## config.mk

```make
export PLATFORM = sky130hd
export DESIGN_NAME = cond_issue_ctrl_flat
export DESIGN_NICKNAME = d
export VERILOG_FILES = /design/src/rtl/cond_issue_ctrl_if.sv /design/src/rtl/cond_issue_ctrl.sv /design/src/flat_wrapper.sv
export SDC_FILE = /design/constraint.sdc
export NUM_CORES = 1
export LEC_CHECK = 0
export CAP_MARGIN = 20
export CELL_PAD_IN_SITES_DETAIL_PLACEMENT = 2
export CELL_PAD_IN_SITES_GLOBAL_PLACEMENT = 2
export CORE_MARGIN = 5
export CORE_UTILIZATION = 31
export DETAILED_ROUTE_END_ITERATION = 16
export MAX_ROUTING_LAYER = met4
export PLACE_DENSITY_LB_ADDON = 0.1
export SLEW_MARGIN = 20
export SYNTH_ARGS = -nofsm -noshare
export SYNTH_HDL_FRONTEND = slang
export SYNTH_SLANG_ARGS = --single-unit
export TNS_END_PERCENT = 20
```

## constraint.sdc

```tcl
create_clock -name clk -period 4.5 [get_ports clk]
set_input_delay 0.9 -clock clk [delete_from_list [all_inputs] [get_ports clk]]
set_output_delay 0.9 -clock clk [all_outputs]
set_load 0.05 [all_outputs]
```

## src/rtl/cond_issue_ctrl_if.sv

```systemverilog
// rtl/cond_issue_ctrl_if.sv - instruction, ALU, flag and counter signals of cond_issue_ctrl
interface cond_issue_ctrl_if;
  logic        in_valid;
  logic        in_ready;
  logic [3:0]  in_cond;
  logic        in_s;
  logic [7:0]  in_tag;
  logic        alu_valid;
  logic        alu_ready;
  logic [7:0]  alu_tag;
  logic        alu_done;
  logic [3:0]  alu_nzcv;
  logic        flag_we;
  logic [3:0]  flag_wdata;
  logic [3:0]  nzcv;
  logic        skip;
  logic [7:0]  skip_tag;
  logic        cnt_clr;
  logic [15:0] issue_cnt;
  logic [15:0] skip_cnt;

  modport master (
    output in_valid, in_cond, in_s, in_tag, alu_ready, alu_done, alu_nzcv,
           flag_we, flag_wdata, cnt_clr,
    input  in_ready, alu_valid, alu_tag, nzcv, skip, skip_tag, issue_cnt, skip_cnt
  );

  modport slave (
    input  in_valid, in_cond, in_s, in_tag, alu_ready, alu_done, alu_nzcv,
           flag_we, flag_wdata, cnt_clr,
    output in_ready, alu_valid, alu_tag, nzcv, skip, skip_tag, issue_cnt, skip_cnt
  );
endinterface

```

## src/rtl/cond_issue_ctrl.sv

```systemverilog
// rtl/cond_issue_ctrl.sv - ARMv4 condition evaluation, ALU issue and flag register control
module cond_issue_ctrl (
  input  logic         clk,
  input  logic         rst_n,
  cond_issue_ctrl_if.slave bus
);
  typedef enum logic [1:0] {IDLE, DECIDE, ISSUE, WAIT} state_t;

  state_t      r_state;
  logic        r_in_ready;
  logic        r_alu_valid;
  logic [3:0]  r_cond;
  logic        r_s;
  logic [7:0]  r_tag;
  logic [3:0]  r_nzcv;
  logic [15:0] r_issue_cnt;
  logic [15:0] r_skip_cnt;

  logic        w_pass;
  logic        w_skip;
  logic        w_fire;

  function automatic logic cond_pass(input logic [3:0] c, input logic [3:0] f);
    logic n, z, cf, v;
    {n, z, cf, v} = f;
    case (c)
      4'b0000: cond_pass = z;
      4'b0001: cond_pass = !z;
      4'b0010: cond_pass = cf;
      4'b0011: cond_pass = !cf;
      4'b0100: cond_pass = n;
      4'b0101: cond_pass = !n;
      4'b0110: cond_pass = v;
      4'b0111: cond_pass = !v;
      4'b1000: cond_pass = cf && !z;
      4'b1001: cond_pass = !cf || z;
      4'b1010: cond_pass = (n == v);
      4'b1011: cond_pass = (n != v);
      4'b1100: cond_pass = !z && (n == v);
      4'b1101: cond_pass = z || (n != v);
      4'b1110: cond_pass = 1'b1;
      default: cond_pass = 1'b0;
    endcase
  endfunction

  // The squash pulse is decoded from registered state so it lands in the DECIDE cycle itself.
  assign w_pass = cond_pass(r_cond, r_nzcv);
  assign w_skip = (r_state == DECIDE) && !w_pass;
  assign w_fire = r_alu_valid && bus.alu_ready;

  always_ff @(posedge clk or negedge rst_n) begin
    if (!rst_n) begin
      r_state     <= IDLE;
      r_in_ready  <= 1'b0;
      r_alu_valid <= 1'b0;
      r_cond      <= 4'b0;
      r_s         <= 1'b0;
      r_tag       <= 8'h00;
    end else begin
      case (r_state)
        IDLE: begin
          r_in_ready <= 1'b1;
          if (bus.in_valid && r_in_ready) begin
            r_cond     <= bus.in_cond;
            r_s        <= bus.in_s;
            r_tag      <= bus.in_tag;
            r_in_ready <= 1'b0;
            r_state    <= DECIDE;
          end
        end
        DECIDE: begin
          if (w_pass) begin
            r_alu_valid <= 1'b1;
            r_state     <= ISSUE;
          end else begin
            r_in_ready <= 1'b1;
            r_state    <= IDLE;
          end
        end
        ISSUE: begin
          if (bus.alu_ready) begin
            r_alu_valid <= 1'b0;
            if (r_s) begin
              r_state <= WAIT;
            end else begin
              r_in_ready <= 1'b1;
              r_state    <= IDLE;
            end
          end
        end
        WAIT: begin
          if (bus.alu_done) begin
            r_in_ready <= 1'b1;
            r_state    <= IDLE;
          end
        end
        default: r_state <= IDLE;
      endcase
    end
  end

  // ALU result outranks a coincident direct write.
  always_ff @(posedge clk or negedge rst_n) begin
    if (!rst_n) begin
      r_nzcv <= 4'b0000;
    end else if ((r_state == WAIT) && bus.alu_done) begin
      r_nzcv <= bus.alu_nzcv;
    end else if (bus.flag_we) begin
      r_nzcv <= bus.flag_wdata;
    end
  end

  always_ff @(posedge clk or negedge rst_n) begin
    if (!rst_n) begin
      r_issue_cnt <= 16'h0000;
      r_skip_cnt  <= 16'h0000;
    end else if (bus.cnt_clr) begin
      r_issue_cnt <= 16'h0000;
      r_skip_cnt  <= 16'h0000;
    end else begin
      if (w_fire && (r_issue_cnt != 16'hFFFF)) r_issue_cnt <= r_issue_cnt + 16'h0001;
      if (w_skip && (r_skip_cnt != 16'hFFFF))  r_skip_cnt  <= r_skip_cnt + 16'h0001;
    end
  end

  assign bus.in_ready  = r_in_ready;
  assign bus.alu_valid = r_alu_valid;
  assign bus.alu_tag   = r_tag;
  assign bus.skip      = w_skip;
  assign bus.skip_tag  = r_tag;
  assign bus.nzcv      = r_nzcv;
  assign bus.issue_cnt = r_issue_cnt;
  assign bus.skip_cnt  = r_skip_cnt;
endmodule

```

## src/flat_wrapper.sv

```systemverilog
// flat-port wrapper written by rule: the top's interface ports become plain ports
module cond_issue_ctrl_flat 
  (clk, rst_n, bus_in_valid, bus_in_cond, bus_in_s, bus_in_tag, bus_alu_ready, bus_alu_done, bus_alu_nzcv, bus_flag_we, bus_flag_wdata, bus_cnt_clr, bus_in_ready, bus_alu_valid, bus_alu_tag, bus_nzcv, bus_skip, bus_skip_tag, bus_issue_cnt, bus_skip_cnt);
  cond_issue_ctrl_if bus_i ();
  input  logic clk;
  input  logic rst_n;
  input wire logic [$bits(bus_i.in_valid)-1:0] bus_in_valid;
  input wire logic [$bits(bus_i.in_cond)-1:0] bus_in_cond;
  input wire logic [$bits(bus_i.in_s)-1:0] bus_in_s;
  input wire logic [$bits(bus_i.in_tag)-1:0] bus_in_tag;
  input wire logic [$bits(bus_i.alu_ready)-1:0] bus_alu_ready;
  input wire logic [$bits(bus_i.alu_done)-1:0] bus_alu_done;
  input wire logic [$bits(bus_i.alu_nzcv)-1:0] bus_alu_nzcv;
  input wire logic [$bits(bus_i.flag_we)-1:0] bus_flag_we;
  input wire logic [$bits(bus_i.flag_wdata)-1:0] bus_flag_wdata;
  input wire logic [$bits(bus_i.cnt_clr)-1:0] bus_cnt_clr;
  output wire logic [$bits(bus_i.in_ready)-1:0] bus_in_ready;
  output wire logic [$bits(bus_i.alu_valid)-1:0] bus_alu_valid;
  output wire logic [$bits(bus_i.alu_tag)-1:0] bus_alu_tag;
  output wire logic [$bits(bus_i.nzcv)-1:0] bus_nzcv;
  output wire logic [$bits(bus_i.skip)-1:0] bus_skip;
  output wire logic [$bits(bus_i.skip_tag)-1:0] bus_skip_tag;
  output wire logic [$bits(bus_i.issue_cnt)-1:0] bus_issue_cnt;
  output wire logic [$bits(bus_i.skip_cnt)-1:0] bus_skip_cnt;
  assign bus_i.in_valid = bus_in_valid;
  assign bus_i.in_cond = bus_in_cond;
  assign bus_i.in_s = bus_in_s;
  assign bus_i.in_tag = bus_in_tag;
  assign bus_i.alu_ready = bus_alu_ready;
  assign bus_i.alu_done = bus_alu_done;
  assign bus_i.alu_nzcv = bus_alu_nzcv;
  assign bus_i.flag_we = bus_flag_we;
  assign bus_i.flag_wdata = bus_flag_wdata;
  assign bus_i.cnt_clr = bus_cnt_clr;
  assign bus_in_ready = bus_i.in_ready;
  assign bus_alu_valid = bus_i.alu_valid;
  assign bus_alu_tag = bus_i.alu_tag;
  assign bus_nzcv = bus_i.nzcv;
  assign bus_skip = bus_i.skip;
  assign bus_skip_tag = bus_i.skip_tag;
  assign bus_issue_cnt = bus_i.issue_cnt;
  assign bus_skip_cnt = bus_i.skip_cnt;
  cond_issue_ctrl u_core (.clk(clk), .rst_n(rst_n), .bus(bus_i));
endmodule
```

==> flow_summary.ini <==
[routing]
avgRoutedWirePerCell_um = 17.3
drt-vias-per-instance = 5.20
num_vias = 2474
route.detailed.drc = 0
dr.pass1.iters = 3
initialDrtViolationCount = 65
wl_mm = 8.25
drtAntennaViolNets = 0

[synthesis]
synth_ff_type = dfrtp_1
ys_seq_area_share_pct = 45.7
mappedNetlistArea_sq_mm = 0.00290
synthesis.nets = 326
synth_cell_types = 42
synth_edf_count = 0
synth-async-reset-ratio_pct = 100
ys_ff_latch = 53
synth.avg_cell_area_sq_um = 9.80
synth_cells = 296
yosys_warnings = 0

[cells_and_area]
mostFrequentLayoutCell = clkdlybuf4s50_1
regArea_sq_mm = 0.00133
antenna-diode-count = 0
drive_above_1_share_pct = 9.86
final_cell_mix = clkdlybuf4s50_1 (81), dfrtp_1 (53), nor2_1 (26)
syn_to_final_growth_pct = 33.0
stdcell_area_sq_mm = 0.00386
nNetsFinal = 395
multiInputGateArea_sq_mm = 0.00144
fillers = 1013

[sta]
hold_viol_final = 0
period_minus_slack_ps = 3830
finalWorstSetupSlack_ps = 671
fin_setup_tns_ps = 0
final.period_utilization_pct = 85.1
timing.fmax_mhz = 261
setup_viol = 0
maxSlewViolCount = 0
slew_headroom_pct = 49.3
max_slew.worst_pin.slew_ps = 759
finClkSkew_ps = 9.64
rsz0062_at_grt = false

[floorplan]
placementRows = 35
die_height_um = 107
dieArea_sq_mm = 0.0114
start_util_pct = 31.6
pin_count = 83
core-area_sq_mm = 0.00920
die_x_um = 107

[grt]
grt_max_degree = 54
grt_use_met2_pct = 27.7
grt_usage_pct = 15.4
antenna_found_initial = 0
met1_usage_pct = 17.9
grt_pass1_vias = 2761
overflow = 0
grt_util_met3_pct = 2.29
grt_first_pass_wirelength_mm = 13.8
top_usage_layer = met2

[placed_design]
pre_cts_slack_ps = 963
gp_congestion = 0.715
dpl_cell_area_sq_mm = 0.00377
post-dp-hpwl_mm = 6.11
io_buffers = 82

[job]
maxCapViolCount = 0

[setup_path]
start_kind = flop
critPathCaptureType = output pin
critPathKind = reg -> out
cp.required_ps = 3600
path_max_fanout = 22
worstPathArrival_ps = 2930

[hold_path]
hold_class = reg -> reg

[cts]
cts-root-buf = clkbuf_8
ctsHoldBuffers = 0
cts_tree = done
htree_levels = 2
clk-insertion-delay-late_ps = 310
cts.sinks = 53
clkTransAtPathRegs_ps = 90
post-cts-setup-buffers = 0
ctsResizeCount = 0
clock_path_buffers = 2
cts_made_buffers = 5

[power]
leakagePower_nw = 1.54
powerDensity_mw_per_mm2 = 532
vdd_drop_max_v = 0.000263

[status]
outcome = finished clean
==> synth_stat cells (all sizes together) (9+ instances only) <==
master / n / share of area, %
nor2: 26 / 3.4
nand2: 23 / 3.0
a21oi: 12 / 2.1
xor2: 11 / 3.3
dfrtp: 53 / 46
nand3: 13 / 2.2
mux2: 22 / 8.5
nor2b: 14 / 3.0
clkbuf: 9 / 1.2
buf: 16 / 3.4
o21ai: 10 / 1.7
or4: 9 / 2.3
==> worst max-delay path, cell delays in order (launching register included) <==
cell and delay [ps]:
dfrtp_1 510, and3b_1 250, a22oi_2 130, xor2_1 190, o311ai_2 90, buf_4 220, nor2b_1 260, and2_1 180
clkdlybuf4s50_1 800
==> final cells by class <==
class                   count  share of cell area [%]
repair buffers             87                    22.2
inverters                   2                   0.194
flip-flops and latches     53                    34.4
well taps                 111                    3.60
clock buffers               7                    2.24
multi-input cells         216                    37.4
==> power breakdown <==
part	switching, W	internal (W)	leakage (nW)	total (W)
Clock	0.000149	0.000122	0.0443	0.000271
Sequential	0.000137	0.000570	0.694	0.000707
Combinational	0.000671	0.000404	0.807	0.00108
Total	0.000957	0.00110	1.54	0.00205
==> metal layers <==
metal | vias to the layer above | wire (um)
li1 | 1179 | -
met1 | 1256 | 3520
met2 | 32 | 4440
met3 | 7 | 191
met4 | 0 | 98
met5 | - | 0
==> sequential cells by signal, summed over array words and instances, names as in the netlist <==
| signal | cells |
|---|---|
| u_core.bus.alu_tag | 8 |
| u_core.bus.in_ready | 1 |
| u_core.bus.alu_valid | 1 |
| u_core.r_cond | 4 |
| u_core.bus.skip_cnt | 16 |
| u_core.bus.issue_cnt | 16 |
| u_core.r_state | 2 |
| u_core.bus.nzcv | 4 |
| u_core.r_s | 1 |
==> final timing paths <==
check                      depth (start not counted)  slack, ps                   from                      end
setup / recovery                                   8        670       u_core.r_cond[3]                 bus_skip
max in group asynchronous                          2       3320                  rst_n  u_core.bus.issue_cnt[8]
setup reg to reg                                   5       1960      u_core.r_state[0]  u_core.bus.skip_cnt[11]
min in group asynchronous                          2        710                  rst_n  u_core.bus.skip_cnt[13]
hold / removal                                     1        540  u_core.bus.alu_tag[7]    u_core.bus.alu_tag[7]
hold reg to reg                                    1        540  u_core.bus.alu_tag[7]    u_core.bus.alu_tag[7]
==> logic make-up (layout without fill, tap and decap cells) <==
kind of cell	after synthesis	after routing	share of synthesized area, %
multiplexers	29	29	11.0
buffers and inverters	27	96	4.79
XOR/XNOR	16	16	4.83
AND/OR/NAND/NOR	129	129	24.1
AO/OA/AOI/OAI	40	40	8.71
adder cells (fa/ha/maj)	2	2	0.862
flip-flops	53	53	45.7
==> stage by stage <==
step / power, W / cells / util (%) / hold slack [ps]
2_1_floorplan: 0.00148 / 296 / - / 495
3_3_place_gp: 0.00177 / 468 / 40.9 / 513
3_5_place_dp: 0.00181 / 469 / 41.0 / 529
4_1_cts: 0.00209 / 476 / 42.0 / 551
5_1_grt: 0.00219 / 476 / 42.0 / 577
6_report: 0.00205 / 476 / 42.0 / 544
Note: power is estimated with default switching activity, not from simulation.
